<file path="config.mk">
export PLATFORM = sky130hd
export DESIGN_NAME = pattern_scan_ctrl_flat
export DESIGN_NICKNAME = d
export VERILOG_FILES = /design/src/rtl/pattern_scan_ctrl_if.sv /design/src/rtl/pattern_scan_ctrl.sv /design/src/flat_wrapper.sv
export SDC_FILE = /design/constraint.sdc
export NUM_CORES = 1
export LEC_CHECK = 0
export CAP_MARGIN = 30
export CORE_UTILIZATION = 55
export DETAILED_ROUTE_END_ITERATION = 10
export HOLD_SLACK_MARGIN = 0.05
export PLACE_DENSITY = 0.81
export SLEW_MARGIN = 25
export SYNTH_ARGS = -nofsm -noshare
export SYNTH_HDL_FRONTEND = slang
export SYNTH_SLANG_ARGS = --single-unit
</file>
<file path="constraint.sdc">
create_clock -name clk -period 8.7 [get_ports clk]
set_clock_uncertainty 0.1 [all_clocks]
set_input_delay 2.61 -clock clk [delete_from_list [all_inputs] [get_ports clk]]
set_output_delay 2.61 -clock clk [all_outputs]
set_load 0.02 [all_outputs]
</file>
<file path="src/rtl/pattern_scan_ctrl_if.sv">
// Command, detector and result signals of the pattern scan controller.
// The slave modport is the controller's view, master is the requester/detector side.
interface pattern_scan_ctrl_if #(
   parameter int unsigned DATA_W = 16,
   parameter int unsigned LEN_W  = 5,
   parameter int unsigned CNT_W  = $clog2(DATA_W + 1)
);
   logic              cmd_valid;
   logic              cmd_ready;
   logic [4:0]        cmd_pattern;
   logic [DATA_W-1:0] cmd_data;
   logic [LEN_W-1:0]  cmd_len;
   logic              abort;

   logic              det_load;
   logic [4:0]        det_pattern;
   logic              det_serial;
   logic              det_patt;

   logic              res_valid;
   logic [CNT_W-1:0]  res_count;
   logic [CNT_W-1:0]  res_first_idx;
   logic              res_found;

   modport slave (
      input  cmd_valid, cmd_pattern, cmd_data, cmd_len, abort, det_patt,
      output cmd_ready, det_load, det_pattern, det_serial,
             res_valid, res_count, res_first_idx, res_found
   );

   modport master (
      output cmd_valid, cmd_pattern, cmd_data, cmd_len, abort, det_patt,
      input  cmd_ready, det_load, det_pattern, det_serial,
             res_valid, res_count, res_first_idx, res_found
   );
endinterface

</file>
<file path="src/rtl/pattern_scan_ctrl.sv">
// Sequencer for a 5-bit serial pattern detector: loads the pattern, shifts a data
// word in MSB-first and reports match count / first-match index when done.
module pattern_scan_ctrl #(
   parameter int unsigned DATA_W  = 16,
   parameter int unsigned LEN_W   = 5,
   parameter int unsigned DET_LAT = 1,
   parameter int unsigned CNT_W   = $clog2(DATA_W + 1)
) (
   input logic                clk,
   input logic                reset_n,
   pattern_scan_ctrl_if.slave bus
);

   localparam int unsigned CYC_W = CNT_W + 2;
   localparam logic [CYC_W-1:0] LAT     = CYC_W'(DET_LAT);
   localparam logic [CYC_W-1:0] MIN_IDX = CYC_W'(4);
   localparam logic [LEN_W-1:0] MAX_LEN = LEN_W'(DATA_W);

   typedef enum logic [2:0] {
      S_IDLE,
      S_LOAD,
      S_SHIFT,
      S_DRAIN,
      S_DONE
   } state_e;

   state_e            state_q, state_d;
   logic [DATA_W-1:0] data_q, data_d;
   logic [CNT_W-1:0]  len_q, len_d;
   logic [CYC_W-1:0]  cyc_q, cyc_d;
   logic [CNT_W-1:0]  acc_cnt_q, acc_cnt_d;
   logic [CNT_W-1:0]  acc_first_q, acc_first_d;

   logic              ready_q, ready_d;
   logic              load_q, load_d;
   logic              serial_q, serial_d;
   logic [4:0]        pattern_q, pattern_d;
   logic              res_valid_q, res_valid_d;
   logic [CNT_W-1:0]  res_count_q, res_count_d;
   logic [CNT_W-1:0]  res_first_q, res_first_d;
   logic              res_found_q, res_found_d;

   logic [CYC_W-1:0]  len_x;
   logic [CYC_W-1:0]  samp_idx;
   logic              samp_hit;
   logic [CNT_W-1:0]  eff_len;
   logic              finish;

   // det_patt seen now answers the bit driven DET_LAT cycles ago (index cyc - DET_LAT)
   always_comb begin
      len_x    = CYC_W'(len_q);
      samp_idx = cyc_q - LAT;
      samp_hit = ((state_q == S_SHIFT) || (state_q == S_DRAIN)) &&
                 (cyc_q >= LAT) && (samp_idx >= MIN_IDX) && (samp_idx < len_x) &&
                 bus.det_patt;
      eff_len  = (bus.cmd_len > MAX_LEN) ? CNT_W'(DATA_W) : CNT_W'(bus.cmd_len);
   end

   // next-state and output decode
   always_comb begin
      state_d     = state_q;
      data_d      = data_q;
      len_d       = len_q;
      cyc_d       = cyc_q;
      acc_cnt_d   = acc_cnt_q;
      acc_first_d = acc_first_q;
      load_d      = 1'b0;
      serial_d    = 1'b0;
      pattern_d   = pattern_q;
      res_valid_d = 1'b0;
      res_count_d = res_count_q;
      res_first_d = res_first_q;
      res_found_d = res_found_q;
      finish      = 1'b0;

      if (samp_hit) begin
         acc_cnt_d = acc_cnt_q + CNT_W'(1);
         if (acc_cnt_q == '0) begin
            acc_first_d = CNT_W'(samp_idx);
         end
      end

      case (state_q)
         S_IDLE: begin
            if (bus.cmd_valid) begin
               pattern_d   = bus.cmd_pattern;
               data_d      = bus.cmd_data;
               len_d       = eff_len;
               cyc_d       = '0;
               acc_cnt_d   = '0;
               acc_first_d = '0;
               if (eff_len == '0) begin
                  state_d = S_DONE;
                  finish  = 1'b1;
               end else begin
                  state_d = S_LOAD;
                  load_d  = 1'b1;
               end
            end
         end
         S_LOAD: begin
            if (bus.abort) begin
               state_d = S_IDLE;
            end else begin
               state_d  = S_SHIFT;
               serial_d = data_q[DATA_W-1];
               data_d   = data_q << 1;
               cyc_d    = '0;
            end
         end
         S_SHIFT: begin
            if (bus.abort) begin
               state_d = S_IDLE;
            end else if (cyc_q == len_x - CYC_W'(1)) begin
               cyc_d = cyc_q + CYC_W'(1);
               if (DET_LAT == 0) begin
                  state_d = S_DONE;
                  finish  = 1'b1;
               end else begin
                  state_d = S_DRAIN;
               end
            end else begin
               cyc_d    = cyc_q + CYC_W'(1);
               serial_d = data_q[DATA_W-1];
               data_d   = data_q << 1;
            end
         end
         S_DRAIN: begin
            if (bus.abort) begin
               state_d = S_IDLE;
            end else begin
               cyc_d = cyc_q + CYC_W'(1);
               if (cyc_q == len_x - CYC_W'(1) + LAT) begin
                  state_d = S_DONE;
                  finish  = 1'b1;
               end
            end
         end
         S_DONE: begin
            state_d = S_IDLE;
         end
         default: begin
            state_d = S_IDLE;
         end
      endcase

      // results include a match sampled in the very cycle that enters DONE
      if (finish) begin
         res_valid_d = 1'b1;
         res_count_d = acc_cnt_d;
         res_first_d = acc_first_d;
         res_found_d = (acc_cnt_d != '0);
      end

      ready_d = (state_d == S_IDLE);
   end

   always_ff @(posedge clk or negedge reset_n) begin
      if (!reset_n) begin
         state_q     <= S_IDLE;
         data_q      <= '0;
         len_q       <= '0;
         cyc_q       <= '0;
         acc_cnt_q   <= '0;
         acc_first_q <= '0;
         ready_q     <= 1'b1;
         load_q      <= 1'b0;
         serial_q    <= 1'b0;
         pattern_q   <= '0;
         res_valid_q <= 1'b0;
         res_count_q <= '0;
         res_first_q <= '0;
         res_found_q <= 1'b0;
      end else begin
         state_q     <= state_d;
         data_q      <= data_d;
         len_q       <= len_d;
         cyc_q       <= cyc_d;
         acc_cnt_q   <= acc_cnt_d;
         acc_first_q <= acc_first_d;
         ready_q     <= ready_d;
         load_q      <= load_d;
         serial_q    <= serial_d;
         pattern_q   <= pattern_d;
         res_valid_q <= res_valid_d;
         res_count_q <= res_count_d;
         res_first_q <= res_first_d;
         res_found_q <= res_found_d;
      end
   end

   assign bus.cmd_ready     = ready_q;
   assign bus.det_load      = load_q;
   assign bus.det_pattern   = pattern_q;
   assign bus.det_serial    = serial_q;
   assign bus.res_valid     = res_valid_q;
   assign bus.res_count     = res_count_q;
   assign bus.res_first_idx = res_first_q;
   assign bus.res_found     = res_found_q;

endmodule

</file>
<file path="src/flat_wrapper.sv">
// flat-port wrapper written by rule: the top's interface ports become plain ports
module pattern_scan_ctrl_flat 
#(
   parameter int unsigned DATA_W  = 16,
   parameter int unsigned LEN_W   = 5,
   parameter int unsigned DET_LAT = 1,
   parameter int unsigned CNT_W   = $clog2(DATA_W + 1)
)
  (clk, reset_n, bus_cmd_valid, bus_cmd_pattern, bus_cmd_data, bus_cmd_len, bus_abort, bus_det_patt, bus_cmd_ready, bus_det_load, bus_det_pattern, bus_det_serial, bus_res_valid, bus_res_count, bus_res_first_idx, bus_res_found);
  pattern_scan_ctrl_if #(.DATA_W(DATA_W), .LEN_W(LEN_W), .CNT_W(CNT_W)) bus_i ();
  input logic clk;
  input logic reset_n;
  input wire logic [$bits(bus_i.cmd_valid)-1:0] bus_cmd_valid;
  input wire logic [$bits(bus_i.cmd_pattern)-1:0] bus_cmd_pattern;
  input wire logic [$bits(bus_i.cmd_data)-1:0] bus_cmd_data;
  input wire logic [$bits(bus_i.cmd_len)-1:0] bus_cmd_len;
  input wire logic [$bits(bus_i.abort)-1:0] bus_abort;
  input wire logic [$bits(bus_i.det_patt)-1:0] bus_det_patt;
  output wire logic [$bits(bus_i.cmd_ready)-1:0] bus_cmd_ready;
  output wire logic [$bits(bus_i.det_load)-1:0] bus_det_load;
  output wire logic [$bits(bus_i.det_pattern)-1:0] bus_det_pattern;
  output wire logic [$bits(bus_i.det_serial)-1:0] bus_det_serial;
  output wire logic [$bits(bus_i.res_valid)-1:0] bus_res_valid;
  output wire logic [$bits(bus_i.res_count)-1:0] bus_res_count;
  output wire logic [$bits(bus_i.res_first_idx)-1:0] bus_res_first_idx;
  output wire logic [$bits(bus_i.res_found)-1:0] bus_res_found;
  assign bus_i.cmd_valid = bus_cmd_valid;
  assign bus_i.cmd_pattern = bus_cmd_pattern;
  assign bus_i.cmd_data = bus_cmd_data;
  assign bus_i.cmd_len = bus_cmd_len;
  assign bus_i.abort = bus_abort;
  assign bus_i.det_patt = bus_det_patt;
  assign bus_cmd_ready = bus_i.cmd_ready;
  assign bus_det_load = bus_i.det_load;
  assign bus_det_pattern = bus_i.det_pattern;
  assign bus_det_serial = bus_i.det_serial;
  assign bus_res_valid = bus_i.res_valid;
  assign bus_res_count = bus_i.res_count;
  assign bus_res_first_idx = bus_i.res_first_idx;
  assign bus_res_found = bus_i.res_found;
  pattern_scan_ctrl #(.DATA_W(DATA_W), .LEN_W(LEN_W), .DET_LAT(DET_LAT), .CNT_W(CNT_W)) u_core (.clk(clk), .reset_n(reset_n), .bus(bus_i));
endmodule
</file>
==> flow_summary.json <==
{
  "status": "finished clean",
  "postCtsHoldBufs": 0,
  "synth-seq-cells": 61,
  "grt_pass1_vias": 2559,
  "ys_async_sr_fraction_pct": 100.0,
  "drt_first_pass_iters": 4,
  "fin_crit_ns": 4.718,
  "groute.usage.overall_pct": 24.54,
  "synthCells": 349,
  "switchingPower_uw": 516.3,
  "dp_hpwl_um": 5223,
  "switching_share_pct": 41.01,
  "hp-class": "reg -> reg",
  "worst-r2r-setup-slack_ns": 5.42,
  "intPower_uw": 742.6,
  "cts_buffers": 9,
  "synth_top_family_by_area": "simple AND/OR/NAND/NOR gates",
  "ys.flop_type": "dfrtp_1",
  "antenna_found_initial": 0,
  "first_iter_violations": 166,
  "min_from": "u_core.bus.det_pattern[3]$_DFFE_PN0P_",
  "hold_ws_ns": 0.3805,
  "leakagePower_nw": 1.795,
  "htree_levels": 3,
  "worst-path-buf-inv": 1,
  "postCtsSetupBuffers": 0,
  "clock-root-buffer": "clkbuf_8",
  "ys_types": 52,
  "synthSimpleGateAreaFrac_pct": 20.07,
  "antenna_cells": 0,
  "clk_latency_ns": 0.32,
  "drtAntennaViolNets": 0,
  "setup_violations": 0,
  "finalMaxSlewViolations": 0,
  "critical_path.startpoint": "bus_cmd_valid",
  "tns_ns": 0,
  "arrival_ns": 4.83,
  "cp_cell_sequence": "clkdlybuf4s50_1 -> and3_1 -> nand2_1 -> and2_4 -> mux2_4",
  "portBuffers": 50,
  "syn-num-nets": 391,
  "synth_xor_area_share_pct": 5.551,
  "start_util_pct": 58.77,
  "cp.required_ns": 8.81,
  "area_growth_syn_to_layout_pct": 21.61,
  "synth.top_cell.area_share_pct": 45.01,
  "drc": 0,
  "fin_nets": 438,
  "cts_resized": 0,
  "vias": 2684,
  "grt_max_degree": 62,
  "hold_viol_final": 0,
  "rsz0062_at_grt": "false",
  "end_kind": "register",
  "pwr-share-seq_pct": 33.8,
  "slew_headroom_pct": 39.33,
  "ios": 51,
  "cts_tree": "built",
  "die_w_um": 79.88,
  "seq_area_frac_synth_pct": 45.80,
  "cts.sink_count": 61,
  "fmax_mhz": 212.0,
  "slowest_delay_ns": 0.76,
  "grt_pass1_wl_um": 12010,
  "p_comb_share_pct": 49.0,
  "synth_top_cell_by_area": "dfrtp_1",
  "core_area_sq_mm": 0.005675,
  "crit_family": "simple AND/OR/NAND/NOR gates",
  "synth-warning-count": 0,
  "routed_wl_um": 7233,
  "synth_area_sq_mm": 0.003336,
  "cpMaxStageDelayCell": "and3_1",
  "cts_buffer_depth": 2,
  "worstMarginPinSlew_ns": 0.9100,
  "clkTransAtPathRegs_ns": 0.06,
  "critPathKind": "in -> reg",
  "drive_above_1_share_pct": 7.268,
  "wl_per_cell_um": 15.36,
  "via_per_inst": 5.699,
  "synthTopCellsByArea": "dfrtp_1 45%, mux2i_1 6.6%, nand2_1 5.3%, o21ai_0 5.3%, ha_1 4.1%",
  "rr_startpoint": "u_core.len_q[0]$_DFFE_PN0P_",
  "fp.dieH_um": 79.88,
  "ir_worst_vdd_uv": 224.3,
  "yosys.area_share.adder_pct": 4.126,
  "finalCritPeriodShare_pct": 54.23,
  "clock_power_share_pct": 17.1,
  "synth_edf_count": 0,
  "critPathLaunchType": "input port",
  "avgSynthCellArea_sq_um": 9.558,
  "powerDensity_mw_per_mm2": 310.3,
  "cap_violations": 0,
  "dieArea_sq_mm": 0.006380,
  "place.gp.congestion": 0.8499,
  "grt.overflow.total": 0,
  "synth_compound_area_share_pct": 13.43,
  "cp_max_fo": 27,
  "synthMuxAreaShare_pct": 7.052,
  "rows": 27
}
[through the flow]
stage | util, % | instances | area [sq um] | total power, mW | setup slack, ns
after floorplan | - | 349 | 3336 | 0.8724 | 4.469
after global placement | 68.01 | 454 | 3860 | 1.005 | 3.716
after detailed placement | 68.47 | 456 | 3886 | 1.044 | 3.645
after CTS | 71.38 | 470 | 4051 | 1.262 | 4.003
after global routing | 71.47 | 471 | 4056 | 1.347 | 3.822
final | 71.47 | 471 | 4056 | 1.259 | 3.982
[final cells by class]
cell class                      count  area (sq um)
Clock inverter                      2         10.01
Clock buffer                       12         155.1
Sequential cell                    61          1528
Timing Repair Buffer               54         534.3
Multi-Input combinational cell    255          1683
Inverter                           15         56.30
Fill cell                         443          1619
Tap cell                           72         90.09
[registers in the layout, indices dropped and copies added (netlist names)]
name                      flops
u_core.data_q                16
u_core.cyc_q                  7
u_core.acc_cnt_q              5
u_core.acc_first_q            5
u_core.bus.det_pattern        5
u_core.bus.res_count          5
u_core.bus.res_first_idx      5
u_core.len_q                  5
u_core.state_q                3
u_core.bus.cmd_ready          1
u_core.bus.det_load           1
u_core.bus.det_serial         1
u_core.bus.res_found          1
u_core.bus.res_valid          1
[worst paths after layout]
check | to | depth (start not counted)
max in group asynchronous | u_core.cyc_q[3]$_DFFE_PN0P_ | 2
min in group asynchronous | u_core.bus.res_first_idx[1]$_DFFE_PN0P_ | 2
min | u_core.bus.det_pattern[3]$_DFFE_PN0P_ | 2
min reg2reg | u_core.bus.det_pattern[3]$_DFFE_PN0P_ | 2
max | u_core.bus.res_count[3]$_DFFE_PN0P_ | 5
max reg2reg | u_core.bus.res_count[3]$_DFFE_PN0P_ | 9
[power by group through the flow]
stage	Clock, mW	Sequential, mW	Combinational [mW]
after floorplan	0	0.426	0.446
after global placement	0	0.424	0.581
after detailed placement	0	0.428	0.616
after CTS	0.220	0.424	0.618
after global routing	0.230	0.436	0.682
final	0.216	0.426	0.617
[synthesized netlist by cell type, drive strengths merged, types with 2 or more instances]
library cell,count
dfrtp,60
nand2,47
o21ai,35
nor2,23
mux2i,22
nand3,17
clkbuf,15
inv,15
ha,11
xnor2,11
nor3,10
xor2,8
nor2b,7
o31ai,6
nand2b,5
a21oi,4
and2,4
nand3b,4
nand4,4
o2bb2ai,4
a21o,3
buf,3
nor4,3
or3,3
a2111oi,2
a211o,2
a31oi,2
o41ai,2
[cells in the final DEF (no fill, tap or decap), types with 2 or more instances in the layout]
cell type / netlist / routed
dfrtp_1: 60 / 60
clkdlybuf4s50_1: 0 / 49
nand2_1: 47 / 47
o21ai_0: 35 / 35
nor2_1: 23 / 23
mux2i_1: 22 / 22
nand3_1: 17 / 17
inv_1: 15 / 15
ha_1: 11 / 11
clkbuf_8: 0 / 11
xnor2_1: 10 / 10
nor3_1: 10 / 10
xor2_1: 8 / 8
nor2b_1: 7 / 7
o31ai_1: 6 / 6
nand2b_1: 5 / 5
o2bb2ai_1: 4 / 4
nand3b_1: 4 / 4
and2_1: 3 / 3
nor4_1: 3 / 3
a21o_1: 3 / 3
nand4_1: 3 / 3
o41ai_1: 2 / 2
or3_1: 2 / 2
a21oi_1: 4 / 2
a211o_1: 2 / 2
a21oi_2: 0 / 2
a31oi_1: 2 / 2
clkinv_2: 0 / 2
[worst min-delay path: cells and delay by family, from the launching register on]
kind / cells / cell delay (ns)
flops: 1 / 0.34
simple gates: 2 / 0.11
[cells by family (layout without fill, tap and decap cells)]
| group | count (synthesis) | after routing |
|---|---|---|
| multiplexers | 23 | 23 |
| AND/OR/NAND/NOR | 134 | 134 |
| flip-flops | 61 | 61 |
| adder cells (fa/ha/maj) | 11 | 11 |
| buffers and inverters | 33 | 83 |
| AO/OA/AOI/OAI | 68 | 68 |
| XOR/XNOR | 19 | 19 |
[metal layers]
| layer | up-vias | wire (um) | global-route usage (%) |
|---|---|---|---|
| met1 | 1293 | 3367 | 33.86 |
| met3 | 12 | 305 | 4.229 |
| met5 | - | 0 | 0 |
| met4 | 0 | 102 | 10.00 |
| li1 | 1307 | - | - |
| met2 | 72 | 3457 | 38.38 |
No activity file was read; power rests on OpenSTA's default activity.
